## src/rtl/digit_grid_feature_pkg.sv

```systemverilog
// Shared types and constants for the digit grid feature extractor (4x4 occupancy grid).
// Counters saturate instead of wrapping so a huge box can never fake a low dark ratio.
package digit_grid_feature_pkg;

  localparam int GRID_N = 4;
  localparam int CELLS  = GRID_N * GRID_N;
  localparam int IDX_W  = 2;
  localparam int CNT_W  = 16;

  localparam logic [7:0]  DARK_TH_DEF = 8'd200;
  localparam logic [10:0] END_X_DEF   = 11'd1220;
  localparam logic [9:0]  END_Y_DEF   = 10'd715;

  typedef enum logic [1:0] {IDLE, SETUP, ACCUM, EVAL} state_t;

  typedef logic [CNT_W-1:0] cnt_t;

  function automatic cnt_t sat_inc(input cnt_t v);
    return (v == '1) ? v : v + cnt_t'(1);
  endfunction

endpackage

```

## src/rtl/digit_grid_feature_if.sv

```systemverilog
// Pixel stream, bounding box and feature result bundle between tracker, extractor and classifier.
// The master drives pixels and the box; the slave (extractor) returns the feature word.
interface digit_grid_feature_if;

  logic [23:0] RGB_Data_Src;
  logic [10:0] RGB_x_Src;
  logic [9:0]  RGB_y_Src;
  logic [10:0] Left;
  logic [10:0] Right;
  logic [9:0]  Top;
  logic [9:0]  Bottom;
  logic [15:0] Feature;
  logic        Feature_Valid;
  logic        Feature_Empty;

  modport master (
    output RGB_Data_Src, RGB_x_Src, RGB_y_Src, Left, Right, Top, Bottom,
    input  Feature, Feature_Valid, Feature_Empty
  );

  modport slave (
    input  RGB_Data_Src, RGB_x_Src, RGB_y_Src, Left, Right, Top, Bottom,
    output Feature, Feature_Valid, Feature_Empty
  );

endinterface

```

## src/rtl/digit_grid_feature_grid_boundary.sv

```systemverilog
// Splits a span starting at origin into four quarters: bnd[k-1] = origin + ((k*span)>>2).
// Purely combinational; the caller registers the result once per frame.
module digit_grid_feature_grid_boundary
  import digit_grid_feature_pkg::*;
#(
  parameter int W = 11
) (
  input  logic [W-1:0]              origin,
  input  logic [11:0]               span,
  output logic [GRID_N-2:0][W-1:0]  bnd
);

  for (genvar k = 1; k < GRID_N; k++) begin : g_bnd
    logic [13:0] prod;
    assign prod       = 14'(k) * {2'b00, span};
    assign bnd[k-1]   = origin + W'(prod >> 2);
  end

endmodule

```

## src/rtl/digit_grid_feature.sv

```systemverilog
// Per-frame 4x4 dark-pixel occupancy of the tracked digit box; Feature_Valid 2 cycles after END pixel.
// One pixel per clock, no backpressure: the stream is consumed unconditionally.
module digit_grid_feature
  import digit_grid_feature_pkg::*;
#(
  parameter logic [7:0]  DARK_TH = DARK_TH_DEF,
  parameter logic [10:0] END_X   = END_X_DEF,
  parameter logic [9:0]  END_Y   = END_Y_DEF
) (
  input logic               clk,
  input logic               rst,
  digit_grid_feature_if.slave bus
);

  state_t state, state_nxt;
  logic   setup_en, accum_en, eval_en;
  logic   frame_start, frame_end;

  logic [11:0] span_w, span_h;
  logic [GRID_N-2:0][10:0] cb_nxt, cb;
  logic [GRID_N-2:0][9:0]  rb_nxt, rb;
  logic [10:0] left_q, right_q;
  logic [9:0]  top_q, bottom_q;
  logic        empty_q;

  logic [IDX_W-1:0]   col_c, row_c;
  logic               in_box_c;
  logic               s1_vld, s1_dark;
  logic [2*IDX_W-1:0] s1_cell;

  cnt_t             tot_cnt [CELLS];
  cnt_t             drk_cnt [CELLS];
  logic [CELLS-1:0] feat_c;

  logic [15:0] unused_rgb;
  assign unused_rgb = bus.RGB_Data_Src[23:8];

  assign frame_start = (bus.RGB_x_Src == '0) && (bus.RGB_y_Src == '0);
  assign frame_end   = (bus.RGB_x_Src == END_X) && (bus.RGB_y_Src == END_Y);

  always_ff @(posedge clk or posedge rst) begin
    if (rst) state <= IDLE;
    else     state <= state_nxt;
  end

  always_comb begin
    state_nxt = state;
    setup_en  = 1'b0;
    accum_en  = 1'b0;
    eval_en   = 1'b0;
    case (state)
      IDLE:  if (frame_start) state_nxt = SETUP;
      SETUP: begin
        setup_en  = 1'b1;
        state_nxt = ACCUM;
      end
      ACCUM: begin
        accum_en = 1'b1;
        // A new frame start abandons the truncated frame without producing output.
        if (frame_start)    state_nxt = SETUP;
        else if (frame_end) state_nxt = EVAL;
      end
      EVAL: begin
        eval_en   = 1'b1;
        state_nxt = IDLE;
      end
      default: state_nxt = IDLE;
    endcase
  end

  // Spans wrap when the box is inverted; the empty flag covers that case.
  assign span_w = {1'b0, bus.Right}  - {1'b0, bus.Left} + 12'd1;
  assign span_h = {2'b00, bus.Bottom} - {2'b00, bus.Top} + 12'd1;

  digit_grid_feature_grid_boundary #(.W(11)) u_col_bnd (
    .origin (bus.Left),
    .span   (span_w),
    .bnd    (cb_nxt)
  );

  digit_grid_feature_grid_boundary #(.W(10)) u_row_bnd (
    .origin (bus.Top),
    .span   (span_h),
    .bnd    (rb_nxt)
  );

  always_ff @(posedge clk or posedge rst) begin
    if (rst) begin
      left_q   <= '0;
      right_q  <= '0;
      top_q    <= '0;
      bottom_q <= '0;
      cb       <= '0;
      rb       <= '0;
      empty_q  <= 1'b1;
    end else if (setup_en) begin
      left_q   <= bus.Left;
      right_q  <= bus.Right;
      top_q    <= bus.Top;
      bottom_q <= bus.Bottom;
      cb       <= cb_nxt;
      rb       <= rb_nxt;
      empty_q  <= (bus.Right < bus.Left) || (bus.Bottom < bus.Top) ||
                  (span_w < 12'd4) || (span_h < 12'd4);
    end
  end

  always_comb begin
    col_c = '0;
    row_c = '0;
    for (int k = 0; k < GRID_N-1; k++) begin
      if (cb[k] <= bus.RGB_x_Src) col_c = col_c + IDX_W'(1);
      if (rb[k] <= bus.RGB_y_Src) row_c = row_c + IDX_W'(1);
    end
  end

  assign in_box_c = (bus.RGB_x_Src >= left_q) && (bus.RGB_x_Src <= right_q) &&
                    (bus.RGB_y_Src >= top_q)  && (bus.RGB_y_Src <= bottom_q);

  always_ff @(posedge clk or posedge rst) begin
    if (rst) begin
      s1_vld  <= 1'b0;
      s1_dark <= 1'b0;
      s1_cell <= '0;
    end else begin
      s1_vld  <= accum_en && in_box_c;
      s1_dark <= bus.RGB_Data_Src[7:0] < DARK_TH;
      s1_cell <= {row_c, col_c};
    end
  end

  // Clearing in SETUP wins over any increment still in flight from an abandoned frame.
  always_ff @(posedge clk or posedge rst) begin
    if (rst) begin
      for (int i = 0; i < CELLS; i++) begin
        tot_cnt[i] <= '0;
        drk_cnt[i] <= '0;
      end
    end else if (setup_en) begin
      for (int i = 0; i < CELLS; i++) begin
        tot_cnt[i] <= '0;
        drk_cnt[i] <= '0;
      end
    end else if (s1_vld) begin
      tot_cnt[s1_cell] <= sat_inc(tot_cnt[s1_cell]);
      if (s1_dark) drk_cnt[s1_cell] <= sat_inc(drk_cnt[s1_cell]);
    end
  end

  always_comb begin
    feat_c = '0;
    for (int i = 0; i < CELLS; i++) begin
      feat_c[i] = (drk_cnt[i] >= (tot_cnt[i] >> 2)) && (tot_cnt[i] != '0);
    end
  end

  always_ff @(posedge clk or posedge rst) begin
    if (rst) begin
      bus.Feature       <= '0;
      bus.Feature_Valid <= 1'b0;
      bus.Feature_Empty <= 1'b1;
    end else begin
      bus.Feature_Valid <= eval_en;
      if (eval_en) begin
        bus.Feature       <= empty_q ? '0 : feat_c;
        bus.Feature_Empty <= empty_q;
      end
    end
  end

endmodule

```

## src/flat_wrapper.sv

```systemverilog
// flat-port wrapper written by rule: the top's interface ports become plain ports
module digit_grid_feature_flat import digit_grid_feature_pkg::*;
#(
  parameter logic [7:0]  DARK_TH = DARK_TH_DEF,
  parameter logic [10:0] END_X   = END_X_DEF,
  parameter logic [9:0]  END_Y   = END_Y_DEF
)
  (clk, rst, bus_RGB_Data_Src, bus_RGB_x_Src, bus_RGB_y_Src, bus_Left, bus_Right, bus_Top, bus_Bottom, bus_Feature, bus_Feature_Valid, bus_Feature_Empty);
  digit_grid_feature_if bus_i ();
  input logic clk;
  input logic rst;
  input wire logic [$bits(bus_i.RGB_Data_Src)-1:0] bus_RGB_Data_Src;
  input wire logic [$bits(bus_i.RGB_x_Src)-1:0] bus_RGB_x_Src;
  input wire logic [$bits(bus_i.RGB_y_Src)-1:0] bus_RGB_y_Src;
  input wire logic [$bits(bus_i.Left)-1:0] bus_Left;
  input wire logic [$bits(bus_i.Right)-1:0] bus_Right;
  input wire logic [$bits(bus_i.Top)-1:0] bus_Top;
  input wire logic [$bits(bus_i.Bottom)-1:0] bus_Bottom;
  output wire logic [$bits(bus_i.Feature)-1:0] bus_Feature;
  output wire logic [$bits(bus_i.Feature_Valid)-1:0] bus_Feature_Valid;
  output wire logic [$bits(bus_i.Feature_Empty)-1:0] bus_Feature_Empty;
  assign bus_i.RGB_Data_Src = bus_RGB_Data_Src;
  assign bus_i.RGB_x_Src = bus_RGB_x_Src;
  assign bus_i.RGB_y_Src = bus_RGB_y_Src;
  assign bus_i.Left = bus_Left;
  assign bus_i.Right = bus_Right;
  assign bus_i.Top = bus_Top;
  assign bus_i.Bottom = bus_Bottom;
  assign bus_Feature = bus_i.Feature;
  assign bus_Feature_Valid = bus_i.Feature_Valid;
  assign bus_Feature_Empty = bus_i.Feature_Empty;
  digit_grid_feature #(.DARK_TH(DARK_TH), .END_X(END_X), .END_Y(END_Y)) u_core (.clk(clk), .rst(rst), .bus(bus_i));
endmodule
```

## config.mk

```make
export PLATFORM = sky130hd
export DESIGN_NAME = digit_grid_feature_flat
export DESIGN_NICKNAME = d
export VERILOG_FILES = /design/src/rtl/digit_grid_feature_pkg.sv /design/src/rtl/digit_grid_feature_if.sv /design/src/rtl/digit_grid_feature_grid_boundary.sv /design/src/rtl/digit_grid_feature.sv /design/src/flat_wrapper.sv
export SDC_FILE = /design/constraint.sdc
export NUM_CORES = 2
export LEC_CHECK = 0
export ABC_AREA = 0
export CAP_MARGIN = 5
export CORE_ASPECT_RATIO = 0.8
export CORE_MARGIN = 5
export CORE_UTILIZATION = 60
export CTS_CLUSTER_SIZE = 24
export DETAILED_ROUTE_END_ITERATION = 12
export DONT_BUFFER_PORTS = 1
export GPL_TIMING_DRIVEN = 0
export HOLD_SLACK_MARGIN = 0.12
export PLACE_DENSITY = 0.76
export SLEW_MARGIN = 25
export SYNTH_ARGS = -nofsm -noshare
export SYNTH_HDL_FRONTEND = slang
export SYNTH_SLANG_ARGS = --single-unit
```

## constraint.sdc

```tcl
create_clock -name clk -period 28.9 [get_ports clk]
set_input_delay 4.335 -clock clk [delete_from_list [all_inputs] [get_ports clk]]
set_output_delay 4.335 -clock clk [all_outputs]
set_load 0.03 [all_outputs]
```

==> flow_summary.ini <==
[die]
core_um2 = 68500
start_util_pct = 60.2
rows = 86
fp.dieH_um = 245
die_area_um2 = 74100
ios = 107
die_w_um = 303

[clock_network]
post_cts_buffers = 0
clk_pin_slew_ps = 60
numCtsBuffers = 70
cts_tree = built
clk_latency_ps = 640
root_buffer = clkbuf_16
cts.sinks = 644
htree_levels = 3
cts.path.max_buffers = 3
cts.hold.buffers_added = 0
post_cts_resized = 0

[hold_path]
hold_class = flop to flop
min_to = u_core.rb[1]$_DFFE_PP0P_
hold_depth = 2
min-delay-start = u_core.rb[1]$_DFFE_PP0P_

[worst_setup_path]
critPathSlowestCell = a2111oi_0
path_cells = inv_1, ha_1, inv_1, fa_1, xor2_1, and3_1, xor2_1, ha_1, a21oi_1, o21bai_1, a2111oi_0, nor3b_1, o21ai_0, nand2b_1, xor2_1, ha_1, and2_1, o21ai_0, o311ai_0, nor3_1, xor2_1, o21ai_0
endpoint_kind = flop
worstPathRequired_ps = 29370
critical_path.startpoint_type = input port
arrival_ps = 9690
max_stage_delay_ps = 800
reg2reg_slack_ps = 22640
cpMostUsedCell = xor2_1
path_class = input port to flop
r2r_end = u_core.drk_cnt[177]$_DFFE_PP0P_
cp_max_fo = 6
worstReg2RegStart = u_core.s1_cell[1]$_DFF_PP0_
rr_worst_depth = 13

[drt]
drt-wirelength-per-cell_um = 28.1
avgViaCountPerCell = 6.70
drt-total-wl_um = 147000
vias = 35000
drc = 0
drt_iter0_drc = 4448
first_pass_iters = 6
ant_nets = 0

[finish]
fin_nets = 4812
area_growth_pct = 9.12
drive_gt1_share_pct = 8.52
final_area_um2 = 45000

[yosys]
syn-num-nets = 4734
synthArstFlopShare_pct = 100
ys_seq_area_share_pct = 39.1
synth-seq-cells = 644
synth_flop_cell = dfrtp_1
syn_inst = 4174
synth_edf_count = 0
synth_cell_types = 98
syn_avg_cell_area_um2 = 9.88
yosysWarnings = 0
netlist_area_um2 = 41300

[power]
ir_worst_vdd_mv = 0.0806
leakage_nw = 20.0
seqPwrFrac_pct = 34.2
p_int_w = 0.00176
switchingPower_w = 0.000901
swShare_pct = 33.9
comb_power_share_pct = 29.7
clock_power_share_pct = 36.2
power_density_nw_per_um2 = 59.1

[placed_design]
gp_congestion = 1.07
dp_hpwl_um = 113000
port_buffers = 0
placed_cell_area_um2 = 42600

[sta]
tightest_slew_ps = 1100
hold_viol = 0
layout_min_cycle_time_ps = 9210
clock.fmax_ghz = 0.109
setup_viol = 0
clock_skew_ps = 25.4
drv_slew = 0
holdWs_ps = 482
slew_headroom_pct = 26.2
grt_setup_unrepaired = no
fin_crit_sh_pct = 31.9

[global_routing]
grt_util_all_layers_pct = 39.6
grt.overflow.total = 0
grt_pass1_wl_um = 219000
antenna_found_initial = 2
grt_max_degree = 101
grt_pass1_vias = 34100

[outcome]
outcome = finished, final reports clean

[flow_run]
cap_violations = 0
-- registers in the layout (all words and copies together), names as in the netlist --
| signal | flops |
|---|---|
| u_core.right_q | 11 |
| u_core.bus.Feature | 16 |
| u_core.rb | 30 |
| u_core.tot_cnt | 256 |
| u_core.empty_q | 1 |
| u_core.cb | 33 |
| u_core.s1_vld | 1 |
| u_core.s1_cell | 4 |
| u_core.bottom_q | 10 |
| u_core.state | 2 |
| u_core.s1_dark | 1 |
| u_core.bus.Feature_Empty | 1 |
| u_core.bus.Feature_Valid | 1 |
| u_core.top_q | 10 |
| u_core.left_q | 11 |
| u_core.drk_cnt | 256 |
-- cells by family after synthesis --
| group | count (synthesis) | share of synthesized area (%) |
|---|---|---|
| buffers and inverters | 571 | 5.93 |
| XOR/XNOR | 100 | 2.23 |
| adder cells (fa/ha/maj) | 471 | 14.5 |
| multiplexers | 146 | 7.57 |
| AND/OR/NAND/NOR | 1033 | 11.8 |
| flip-flops | 644 | 39.1 |
| AO/OA/AOI/OAI | 1209 | 18.9 |
-- power by group through the flow --
stage,Combinational (W),Sequential (W),Clock (W)
floorplan,0.000541,0.000925,0
global placement,0.000752,0.000927,0
detailed placement,0.000768,0.000926,0
CTS,0.000770,0.000909,0.000962
global route,0.000843,0.000909,0.000999
finish,0.000790,0.000909,0.000962
-- worst max-delay path: cells and delay by family --
kind            cells  cell delay, ps
compound gates      7            1720
xor+xnor            4            1290
buf+inv             2             190
fa+ha+maj           4            1300
simple gates        5             860
-- worst max-delay path by stage --
stage               slack, ps          start                              to
finish                  19690  bus_Bottom[0]       u_core.rb[29]$_DFFE_PP0P_
global route            19240  bus_Bottom[0]       u_core.rb[29]$_DFFE_PP0P_
CTS                     19710  bus_Bottom[0]       u_core.rb[29]$_DFFE_PP0P_
detailed placement      19070  bus_Bottom[0]       u_core.rb[29]$_DFFE_PP0P_
global placement         -600            rst  u_core.tot_cnt[54]$_DFFE_PP0P_
floorplan                6530            rst  u_core.bottom_q[0]$_DFFE_PP0P_
-- per-stage QoR --
step | util [%] | worst slack (ps) | cells | TNS (ps) | total power, W
3_3_place_gp | 61.9 | -597 | 5098 | -327870 | 0.00168
3_5_place_dp | 62.1 | 19070 | 5104 | 0 | 0.00169
2_1_floorplan | - | 6530 | 4174 | 0 | 0.00147
4_1_cts | 65.6 | 19710 | 5231 | 0 | 0.00264
6_report | 65.7 | 19690 | 5232 | 0 | 0.00266
5_1_grt | 65.7 | 19240 | 5231 | 0 | 0.00275
-- final cells by class --
| class | count | area [um2] |
|---|---|---|
| sequential | 644 | 16100 |
| timing repair buffer | 6 | 165 |
| inverter | 380 | 1430 |
| tap | 924 | 1160 |
| multi-input combinational | 2959 | 22700 |
| buffer | 191 | 1020 |
| clock inverter | 22 | 359 |
| antenna | 1 | 2.50 |
| clock buffer | 105 | 2050 |
| fill | 5528 | 23500 |
-- synth_stat cells (22+ instances only) --
| master | instances | share of area, % |
|---|---|---|
| nor2_1 | 73 | 0.66 |
| o21ai_1 | 45 | 0.55 |
| inv_1 | 379 | 3.4 |
| nor4_1 | 75 | 1.1 |
| o21bai_1 | 25 | 0.45 |
| ha_1 | 458 | 14 |
| and3_1 | 32 | 0.49 |
| dfrtp_1 | 642 | 39 |
| a221oi_1 | 22 | 0.47 |
| a21oi_1 | 136 | 1.6 |
| a31oi_1 | 28 | 0.42 |
| buf_2 | 24 | 0.29 |
| nor2b_1 | 22 | 0.33 |
| xor2_1 | 33 | 0.70 |
| a21o_1 | 81 | 1.5 |
| clkbuf_1 | 109 | 0.99 |
| nand3_1 | 62 | 0.75 |
| a211oi_1 | 23 | 0.42 |
| nand4_1 | 23 | 0.35 |
| nand2b_1 | 29 | 0.44 |
| a22oi_1 | 56 | 1.0 |
| nand2_1 | 576 | 5.2 |
| nor3_1 | 52 | 0.63 |
| o21a_1 | 54 | 0.98 |
| xnor2_1 | 62 | 1.3 |
| a22o_1 | 148 | 3.1 |
| mux4_2 | 124 | 6.8 |
| o21ai_0 | 482 | 5.8 |
-- per-layer routing --
metal / track usage (%) / vias to the layer above / share of wire, %
li1: - / 15300 / -
met1: 53.9 / 17200 / 39
met2: 56.5 / 2161 / 41
met3: 14.4 / 408 / 13
met4: 19.0 / 4 / 6.1
met5: 0 / - / 0.013
-- cells in the final DEF (no fill, tap or decap), types with 18 or more instances in the layout --
| master | Yosys | routed |
|---|---|---|
| dfrtp_1 | 642 | 642 |
| nand2_1 | 576 | 576 |
| o21ai_0 | 482 | 482 |
| ha_1 | 458 | 458 |
| inv_1 | 379 | 378 |
| a22o_1 | 148 | 148 |
| a21oi_1 | 136 | 136 |
| clkbuf_1 | 109 | 127 |
| mux4_2 | 124 | 124 |
| a21o_1 | 81 | 81 |
| nor4_1 | 75 | 75 |
| nor2_1 | 73 | 73 |
| clkbuf_16 | 0 | 72 |
| nand3_1 | 62 | 62 |
| xnor2_1 | 62 | 62 |
| a22oi_1 | 56 | 56 |
| o21a_1 | 54 | 54 |
| nor3_1 | 52 | 51 |
| o21ai_1 | 45 | 45 |
| xor2_1 | 33 | 33 |
| and3_1 | 32 | 32 |
| nand2b_1 | 29 | 29 |
| a31oi_1 | 28 | 26 |
| buf_2 | 24 | 25 |
| o21bai_1 | 25 | 25 |
| nand4_1 | 23 | 23 |
| a211oi_1 | 23 | 23 |
| nor2b_1 | 22 | 22 |
| a221oi_1 | 22 | 22 |
| a211o_1 | 19 | 19 |
| buf_4 | 18 | 18 |
| and4_1 | 18 | 18 |
No activity file was read; power rests on OpenSTA's default activity.
